File: src/rtl/isp_delay_pkg.sv
// Shared defaults and types for the programmable pixel delay.
// Holds the buffered word layout and the fill/run state encoding.
package isp_delay_pkg;

    localparam int PKG_DATA_W        = 24;
    localparam int PKG_AW            = 6;
    localparam int PKG_DEPTH         = 1 << PKG_AW;
    localparam int PKG_DEFAULT_DELAY = 33;

    typedef enum logic {
        FILL = 1'b0,
        RUN  = 1'b1
    } delay_state_t;

    typedef struct packed {
        logic                  vs;
        logic                  hs;
        logic                  de;
        logic [PKG_DATA_W-1:0] rgb;
    } pix_word_t;

endpackage

File: src/rtl/isp_delay_ram.sv
// Simple dual-port circular buffer, one write and one registered read per cycle.
// Read-first and unreset so it maps onto LUTRAM/BRAM.
module isp_delay_ram
    import isp_delay_pkg::*;
#(
    parameter int WIDTH = PKG_DATA_W + 3,
    parameter int AW    = PKG_AW
) (
    input  logic             pixelclk,
    input  logic [AW-1:0]    i_waddr,
    input  logic [WIDTH-1:0] i_wdata,
    input  logic [AW-1:0]    i_raddr,
    output logic [WIDTH-1:0] o_rdata
);

    logic [WIDTH-1:0] r_mem [0:(1<<AW)-1];

    // Both accesses in one process: a same-slot read returns the old word.
    always_ff @(posedge pixelclk) begin
        r_mem[i_waddr] <= i_wdata;
        o_rdata        <= r_mem[i_raddr];
    end

endmodule

File: src/rtl/isp_prog_delay.sv
// Programmable L-cycle delay of {vs, hs, de, rgb} through a circular buffer.
// L is latched on a vs rising edge; outputs are blanked while the buffer refills.
module isp_prog_delay
    import isp_delay_pkg::*;
#(
    parameter int DATA_W        = PKG_DATA_W,
    parameter int DEPTH         = PKG_DEPTH,
    parameter int AW            = PKG_AW,
    parameter int DEFAULT_DELAY = PKG_DEFAULT_DELAY
) (
    input  logic              pixelclk,
    input  logic              rst_n,
    input  logic [AW:0]       i_cfg_delay,
    input  logic [DATA_W-1:0] i_rgb,
    input  logic              i_de,
    input  logic              i_hs,
    input  logic              i_vs,
    output logic [DATA_W-1:0] o_rgb,
    output logic              o_de,
    output logic              o_hs,
    output logic              o_vs,
    output logic              o_valid,
    output logic              o_cfg_err
);

    typedef logic [AW:0]   len_t;
    typedef logic [AW-1:0] addr_t;

    localparam len_t  LEN_MIN   = len_t'(2);
    localparam len_t  LEN_MAX   = len_t'(DEPTH);
    localparam len_t  LEN_RST   = len_t'(DEFAULT_DELAY);
    localparam addr_t RADDR_RST = addr_t'(DEPTH + 1 - DEFAULT_DELAY);

    function automatic len_t f_sat_delay(input len_t req);
        if (req < LEN_MIN) return LEN_MIN;
        if (req > LEN_MAX) return LEN_MAX;
        return req;
    endfunction

    addr_t        r_wptr;
    addr_t        r_raddr_p0;
    logic         r_vs_d;
    len_t         r_len;
    len_t         w_len_nxt;
    len_t         r_fill_cnt;
    len_t         w_fill_nxt;
    delay_state_t r_state;
    delay_state_t w_state_nxt;
    logic         r_cfg_err;
    len_t         w_cfg_sat;
    logic         w_cfg_bad;
    logic         w_vs_rise;
    pix_word_t    w_wr_word_p0;
    pix_word_t    w_ram_q_p1;
    pix_word_t    r_out_p2;
    logic         r_valid_p2;

    assign w_vs_rise    = i_vs & ~r_vs_d;
    assign w_cfg_sat    = f_sat_delay(i_cfg_delay);
    assign w_cfg_bad    = (w_cfg_sat != i_cfg_delay);
    assign w_wr_word_p0 = '{vs: i_vs, hs: i_hs, de: i_de, rgb: i_rgb};

    // ---- stage p0: write pointer, read address, config latch
    always_ff @(posedge pixelclk or negedge rst_n) begin
        if (!rst_n) begin
            r_wptr     <= '0;
            r_raddr_p0 <= RADDR_RST;
            r_vs_d     <= 1'b0;
            r_cfg_err  <= 1'b0;
        end else begin
            r_wptr     <= r_wptr + addr_t'(1);
            // Address for the next edge's read, so it uses the L taking effect now.
            r_raddr_p0 <= r_wptr - addr_t'(w_len_nxt) + addr_t'(2);
            r_vs_d     <= i_vs;
            if (w_vs_rise)
                r_cfg_err <= w_cfg_bad;
        end
    end

    always_ff @(posedge pixelclk or negedge rst_n) begin
        if (!rst_n) begin
            r_state    <= FILL;
            r_len      <= LEN_RST;
            r_fill_cnt <= '0;
        end else begin
            r_state    <= w_state_nxt;
            r_len      <= w_len_nxt;
            r_fill_cnt <= w_fill_nxt;
        end
    end

    always_comb begin
        w_state_nxt = r_state;
        w_len_nxt   = r_len;
        w_fill_nxt  = r_fill_cnt;
        case (r_state)
            FILL: begin
                if (r_fill_cnt == r_len - len_t'(1))
                    w_state_nxt = RUN;
                else
                    w_fill_nxt = r_fill_cnt + len_t'(1);
            end
            RUN: begin
                w_state_nxt = RUN;
            end
            default: begin
                w_state_nxt = FILL;
            end
        endcase
        // Restart counts the triggering edge, matching the edge after reset release.
        if (w_vs_rise && (w_cfg_sat != r_len)) begin
            w_len_nxt   = w_cfg_sat;
            w_state_nxt = FILL;
            w_fill_nxt  = len_t'(1);
        end
    end

    // ---- stage p1: buffer read
    isp_delay_ram #(
        .WIDTH ($bits(pix_word_t)),
        .AW    (AW)
    ) u_ram (
        .pixelclk (pixelclk),
        .i_waddr  (r_wptr),
        .i_wdata  (w_wr_word_p0),
        .i_raddr  (r_raddr_p0),
        .o_rdata  (w_ram_q_p1)
    );

    // ---- stage p2: gated output register
    always_ff @(posedge pixelclk or negedge rst_n) begin
        if (!rst_n) begin
            r_out_p2   <= '0;
            r_valid_p2 <= 1'b0;
        end else if (r_state == RUN) begin
            r_out_p2   <= w_ram_q_p1;
            r_valid_p2 <= 1'b1;
        end else begin
            r_out_p2   <= '0;
            r_valid_p2 <= 1'b0;
        end
    end

    assign o_rgb     = r_out_p2.rgb;
    assign o_de      = r_out_p2.de;
    assign o_hs      = r_out_p2.hs;
    assign o_vs      = r_out_p2.vs;
    assign o_valid   = r_valid_p2;
    assign o_cfg_err = r_cfg_err;

endmodule

File: config.mk
export PLATFORM = sky130hd
export DESIGN_NAME = isp_prog_delay
export DESIGN_NICKNAME = d
export VERILOG_FILES = /design/src/rtl/isp_delay_pkg.sv /design/src/rtl/isp_delay_ram.sv /design/src/rtl/isp_prog_delay.sv
export SDC_FILE = /design/constraint.sdc
export NUM_CORES = 1
export LEC_CHECK = 0
export CAP_MARGIN = 20
export CORE_MARGIN = 2
export CORE_UTILIZATION = 67
export CTS_CLUSTER_DIAMETER = 100
export DETAILED_ROUTE_END_ITERATION = 16
export PLACE_DENSITY_LB_ADDON = 0.25
export SYNTH_ARGS = -nofsm -noshare
export SYNTH_HDL_FRONTEND = slang
export SYNTH_SLANG_ARGS = --single-unit
File: constraint.sdc
create_clock -name pixelclk -period 6 [get_ports pixelclk]
set_input_delay 0.6 -clock pixelclk [delete_from_list [all_inputs] [get_ports pixelclk]]
set_output_delay 0.6 -clock pixelclk [all_outputs]
set_load 0.02 [all_outputs]
==> metrics.cfg, run 1 <==
[clock_network]
cts_inserted_buffers = 171
cts_max_level = 4
clockBufferDepth = 3
ctsResizeCount = 0
post_cts_buffers = 0
path_clk_slew_ns = 0.07
holdBufCountCts = 1
clkSinkCount = 1812
cts_root_buf = clkbuf_16
clk_latency_ns = 0.77
cts_tree = yes

[logic_synthesis]
ys_seq_area_frac = 0.783
netlist_instances = 2841
ys_ff_latch = 1812
ys_types = 52
syn_area_mm2 = 0.0687
yosysWarnings = 0
synth_edf_count = 1728
async_flop_share = 0.0315
synth-main-ff-cell = edfxtp_1
avgSynthCellArea_um2 = 24.2
syn_nets = 2890

[timing]
grt_setup_unrepaired = false
slew_headroom = 0.222
clock_skew_ns = 0.0292
layout_setup_ws_ns = 2.06
final_hold_viol_count = 0
period_share = 0.657
clock.fmax_ghz = 0.254
drv_slew = 0
worstMarginPinSlew_ns = 1.16
finalSetupTns_ns = 0
min_period_ns = 3.94
setup_viol = 0
holdWs_ns = 0.218

[grt]
grt_pass1_wl_um = 266000
first_global_vias = 34800
gr-total-overflow = 0
antenna_found_initial = 15
grt_usage = 0.366
grt_max_degree = 96

[routing]
vias = 34600
first_iter_violations = 6086
drt_wl_total_um = 188000
drt-met1-wl_um = 61900
topRoutingLayerUsed = met5
viasPerCell = 7.57
drcViolationCount = 0
dr_wl_met3_um = 25400
route.met2.wl_um = 90900
post_drt_wl_per_cell_um = 41.2
firstDrtPassIters = 8
drtAntennaViolNets = 0

[critical_path]
worst-endpoint-required_ns = 6.61
cp_slowest_stage_delay_ns = 0.95
start_kind = register
crit_arrival_ns = 4.55
worst-path-max-fanout = 29
crit_type = reg -> reg
path_buf_inv = 2
path_delay_family = multiplexers
crit_chain = buf_4 -> buf_4 -> mux4_2 -> mux4_2 -> a22oi_1 -> nand2_1
crit_slowest_cell = dfrtp_4
crit_path_end_kind = register

[die]
die_area_mm2 = 0.105
die_h_um = 324
core_area_mm2 = 0.102
placementRows = 117
io-pin-count = 65
die_width_um = 324
initial_core_util = 0.676

[cells_and_area]
fin_cells = 4563
final_util = 0.764
drive_gt1_frac = 0.318
final_common_cell = edfxtp_1
fin_area_mm2 = 0.0777
mostFrequentLayoutCells = edfxtp_1 (1728), mux4_2 (540), clkbuf_16 (179)
final_nets = 3098
area_growth_pct = 13.1

[placed_design]
dp_cells = 4224
place_area_mm2 = 0.0718
gp_congestion = 0.888
hpwlAfterDp_um = 90200
port_buffers = 64
pre_cts_ws_ns = 1.52

[run_status]
status = completed

[power_and_ir_drop]
power.leakage_nw = 24.4
p_total_mw = 29.7
powerDensity_mw_per_mm2 = 382
peakVddDrop_uv = 343

[min_path]
hold_path_class = in -> reg

[job]
maxCapViolCount = 0

## worst paths after layout
check	start	to	slack (ns)	cells past startpoint
worst min-delay path	i_rgb[19]	u_ram.r_mem[48][19]	0.22	1
max in group asynchronous	rst_n	r_raddr_p0[1]	4.90	3
min in group asynchronous	rst_n	r_fill_cnt[5]	0.52	3
worst min register to register	u_ram.o_rdata[17]	o_rgb[17]	0.45	1
worst max register to register	r_raddr_p0[0]	u_ram.o_rdata[10]	2.06	6
worst max-delay path	r_raddr_p0[0]	u_ram.o_rdata[10]	2.06	6
## cells in the mapped netlist (2+ instances only)
| master | instances | share of area |
|---|---|---|
| nor3_1 | 4 | 0.00029 |
| nand2b_1 | 4 | 0.00036 |
| buf_6 | 2 | 0.00033 |
| inv_1 | 18 | 0.00098 |
| dfstp_2 | 3 | 0.0011 |
| dfxtp_1 | 27 | 0.0079 |
| o31ai_1 | 2 | 0.00022 |
| xor2_1 | 8 | 0.0010 |
| a21oi_1 | 8 | 0.00058 |
| and2_1 | 30 | 0.0027 |
| mux4_2 | 540 | 0.18 |
| o211ai_1 | 2 | 0.00022 |
| ha_1 | 12 | 0.0022 |
| and3_1 | 4 | 0.00036 |
| nand4_1 | 4 | 0.00036 |
| xnor2_1 | 11 | 0.0014 |
| mux2i_1 | 5 | 0.00073 |
| a21o_1 | 4 | 0.00044 |
| or3b_2 | 2 | 0.00025 |
| nand3_1 | 10 | 0.00073 |
| buf_2 | 45 | 0.0033 |
| nor2b_1 | 7 | 0.00064 |
| or3_2 | 2 | 0.00022 |
| nand2_1 | 42 | 0.0023 |
| dfrtp_1 | 54 | 0.020 |
| or3_1 | 4 | 0.00036 |
| edfxtp_1 | 1728 | 0.75 |
| o21ai_0 | 7 | 0.00051 |
| a22oi_1 | 54 | 0.0059 |
| clkbuf_1 | 85 | 0.0046 |
| nand3b_1 | 3 | 0.00033 |
| a31oi_1 | 2 | 0.00018 |
| buf_1 | 16 | 0.00087 |
| nor2_1 | 74 | 0.0040 |
## routing by layer
metal | up-vias | GRT usage
met2 | 3317 | 0.567
met5 | - | 0
met3 | 656 | 0.108
li1 | 12600 | -
met4 | 12 | 0.168
met1 | 18000 | 0.492
## worst reg2reg max path, cell delays in order (launching register included)
cell,delay [ns]
dfrtp_4,0.95
buf_4,0.64
buf_4,0.40
mux4_2,0.57
mux4_2,0.52
a22oi_1,0.56
nand2_1,0.16
## sequential cells by signal, summed over array words and instances, names as in the netlist, 6 cells and up
signal         cells
o_rgb             24
r_wptr             6
r_fill_cnt         7
r_len              7
r_raddr_p0         6
u_ram.r_mem     1728
u_ram.o_rdata     27
## final cells by class
type,count,area (um^2)
Clock inverter,77,769
Fill cell,4764,24000
Multi-Input combinational cell,862,14600
Timing Repair Buffer,184,1890
Tap cell,1368,1710
Clock buffer,236,4750
Inverter,18,67.6
Antenna cell,6,15.0
Sequential cell,1812,53900
## report_power, final
part	leakage, nW	switching, mW	total (mW)	internal (mW)
registers	16.5	0.372	14.4	14.0
clock network	2.68	4.70	10.8	6.12
logic	5.20	2.56	4.44	1.88
## logic make-up (layout without fill, tap and decap cells)
kind of cell    Yosys count  in the layout  synth area share
other cells               0              6                 0
compound gates           87             87           0.00965
simple gates            197            197            0.0139
xor+xnor                 19             19           0.00242
flops                  1812           1812             0.783
buf+inv                 167            515            0.0102
fa+ha+maj                13             13           0.00248
mux                     546            546             0.178
Power figures use the tool's default switching activity.
==> inputs of run 2 (changes only) <==
- CORE_UTILIZATION: 67 -> 56
- clock period: 6 -> 3.4 ns (I/O delays scaled with it)
==> run 2 against run 1 <==
Clock skew is 0.0065 ns lower. Critical path depth is 13 higher. Worst setup slack worse by 1.8 ns. Register-to-register slack worse by 1.8 ns. Sequential cell count stayed put. Wire length is 13% lower. Clock power is 80% higher. Total power is 78% higher. Maximum frequency is 24% higher. Largest power group unchanged. Worst hold slack worse by 0.18 ns. Critical path type unchanged. Combinational power is 84% higher.
==> metrics.cfg, run 2 (same netlist as run 1, synthesis figures left out) <==
[timing]
finalSetupTns_ns = 0  ; unchanged
grt_setup_unrepaired = false  ; unchanged
holdWs_ns = 0.0423  ; was 0.218 ns
worstMarginPinSlew_ns = 1.14  ; was 1.16 ns
clock_skew_ns = 0.0227  ; was 0.0292 ns
clock.fmax_ghz = 0.315  ; was 0.254 GHz
drv_slew = 0  ; unchanged
final_hold_viol_count = 0  ; unchanged
period_share = 0.934  ; was 0.657
layout_setup_ws_ns = 0.225  ; was 2.06 ns
min_period_ns = 3.17  ; was 3.94 ns
setup_viol = 0  ; unchanged
slew_headroom = 0.240  ; was 0.222

[cells_and_area]
area_growth_pct = 15.2  ; was 13.1%
mostFrequentLayoutCells = edfxtp_1 (1728), mux4_2 (540), clkbuf_16 (183)  ; was edfxtp_1 (1728), mux4_2 (540), clkbuf_16 (179)
fin_area_mm2 = 0.0792  ; was 0.0777 mm^2
final_util = 0.650  ; was 0.764
regMostFlops = u_ram.r_mem  ; unchanged
register_area_mm2 = 0.0539  ; about the same
final_common_cell = edfxtp_1  ; unchanged
fin_cells = 4920  ; was 4563
drive_gt1_frac = 0.342  ; was 0.318
multi_input_area_mm2 = 0.0147  ; was 0.0146 mm^2
fill_cells = 7550  ; was 4764
largest_reg_flops = 1728  ; unchanged
final_nets = 3195  ; was 3098

[routing]
vias = 32100  ; was 34600
drtAntennaViolNets = 0  ; unchanged
drt_wl_total_um = 164000  ; was 188000 um
post_drt_wl_per_cell_um = 33.2  ; was 41.2 um
firstDrtPassIters = 6  ; was 8
first_iter_violations = 4354  ; was 6086
drcViolationCount = 0  ; unchanged
viasPerCell = 6.53  ; was 7.57

[clock_network]
clkSinkCount = 1812  ; unchanged
clockBufferDepth = 3  ; unchanged
cts_tree = yes  ; unchanged
clk_latency_ns = 0.79  ; was 0.77 ns
cts_max_level = 4  ; unchanged
cts_inserted_buffers = 173  ; was 171
cts_root_buf = clkbuf_16  ; unchanged
path_clk_slew_ns = 0.06  ; was 0.07 ns

[power_and_ir_drop]
powerDensity_mw_per_mm2 = 665  ; was 382 mW/mm^2
p_total_mw = 52.7  ; was 29.7 mW
peakVddDrop_uv = 642  ; was 343 uV
power.leakage_nw = 25.0  ; was 24.4 nW

[die]
die_h_um = 354  ; was 324 um
io-pin-count = 65  ; unchanged
initial_core_util = 0.564  ; was 0.676
die_area_mm2 = 0.126  ; was 0.105 mm^2
placementRows = 128  ; was 117
die_width_um = 354  ; was 324 um
core_area_mm2 = 0.122  ; was 0.102 mm^2

[critical_path]
crit_chain = xor2_1 -> nor4_2 -> a31oi_1 -> a21oi_1 -> a21o_1 -> buf_4 -> nand2_1 -> o41ai_2 -> buf_4 -> ha_1 -> inv_1 -> ha_1 -> inv_1 -> fa_2 -> inv_1 -> a21o_1 -> a21oi_2 -> xnor2_1 -> xnor2_1  ; was buf_4 -> buf_4 -> mux4_2 -> mux4_2 -> a22oi_1 -> nand2_1
crit_arrival_ns = 3.88  ; was 4.55 ns
crit_type = reg -> reg  ; unchanged
crit_path_frequent_cell = inv_1
worst-endpoint-required_ns = 4.10  ; was 6.61 ns
worst-path-max-fanout = 4  ; was 29
crit_path_end_kind = register  ; unchanged
crit_slowest_cell = dfrtp_2  ; was dfrtp_4
cp_slowest_stage_delay_ns = 0.42  ; was 0.95 ns
start_kind = register  ; unchanged

[grt]
antenna_found_initial = 11  ; was 15
first_global_vias = 32600  ; was 34800
grt_max_degree = 66  ; was 96
gr-total-overflow = 0  ; unchanged
grt_usage = 0.264  ; was 0.366
grt_pass1_wl_um = 233000  ; was 266000 um

[min_path]
hold_path_class = in -> reg  ; unchanged

[placed_design]
port_buffers = 64  ; unchanged
gp_congestion = 0.895  ; was 0.888
pre_cts_ws_ns = -0.521  ; was 1.52 ns
place_area_mm2 = 0.0730  ; was 0.0718 mm^2
dp_cells = 4573  ; was 4224
hpwlAfterDp_um = 87800  ; was 90200 um

[run_status]
status = completed  ; unchanged

[job]
maxCapViolCount = 0  ; unchanged

## run 2: cell types whose count changed in the layout (fill, tap and decap cells not counted), sizes merged
cell	change
inv	+1
buf	+92
bufinv	+7
diode	-3
clkbuf	-30
clkinvlp	+6
clkinv	+24
dlygate4sd3	+3
## run 2: final timing paths
check / start / depth (start not counted) / endpoint / slack (ns)
worst max-delay path: r_len[4] / 19 / r_raddr_p0[5] / 0.23
worst min-delay path: i_rgb[12] / 1 / u_ram.r_mem[34][12] / 0.04
worst max register to register: r_len[4] / 19 / r_raddr_p0[5] / 0.23
worst min register to register: u_ram.o_rdata[14] / 1 / o_rgb[14] / 0.44
max in group asynchronous: rst_n / 3 / r_raddr_p0[5] / 2.31
min in group asynchronous: rst_n / 2 / o_rgb[8] / 0.19
## run 2: cell type report
class	count	area share
clock inverters	115	0.0135
flip-flops and latches	1812	0.680
inverters	18	0.000853
diodes	3	0.0000948
multi-input cells	862	0.186
clock buffers	206	0.0590
well taps	1625	0.0257
repair buffers	279	0.0349
## run 2: where the power goes
part	internal, mW	switching [mW]	total [mW]
combinational	3.70	4.47	8.17
clock	11.3	8.10	19.4
sequential	24.8	0.339	25.1
## run 2: timing repair
| item | 4_1_cts | 5_1_grt |
|---|---|---|
| resized for setup | 0 | 9 |
| hold buffers | 1 | 3 |
| setup endpoints to repair | 0 | 1 |
| hold endpoints to repair | 33 | 38 |
| setup buffers | 0 | 4 |
## run 2: critical path, delay by kind of cell (launching register included)
kind	cells	cell delay, ns
and+or+nand+nor	2	0.30
xor gates and xnor gates	3	0.47
buffers and inverters	5	0.48
DFF	1	0.42
AOI/OAI and AO/OA	6	0.88
adders and majority gates	3	0.56
## run 2: routing by layer
| layer | vias up | wire length [um] | GRT usage |
|---|---|---|---|
| li1 | 12800 | - | - |
| met1 | 17300 | 62100 | 0.367 |
| met2 | 1819 | 80800 | 0.425 |
| met3 | 267 | 16400 | 0.0647 |
| met4 | 10 | 4170 | 0.0767 |
| met5 | - | 66 | 0 |
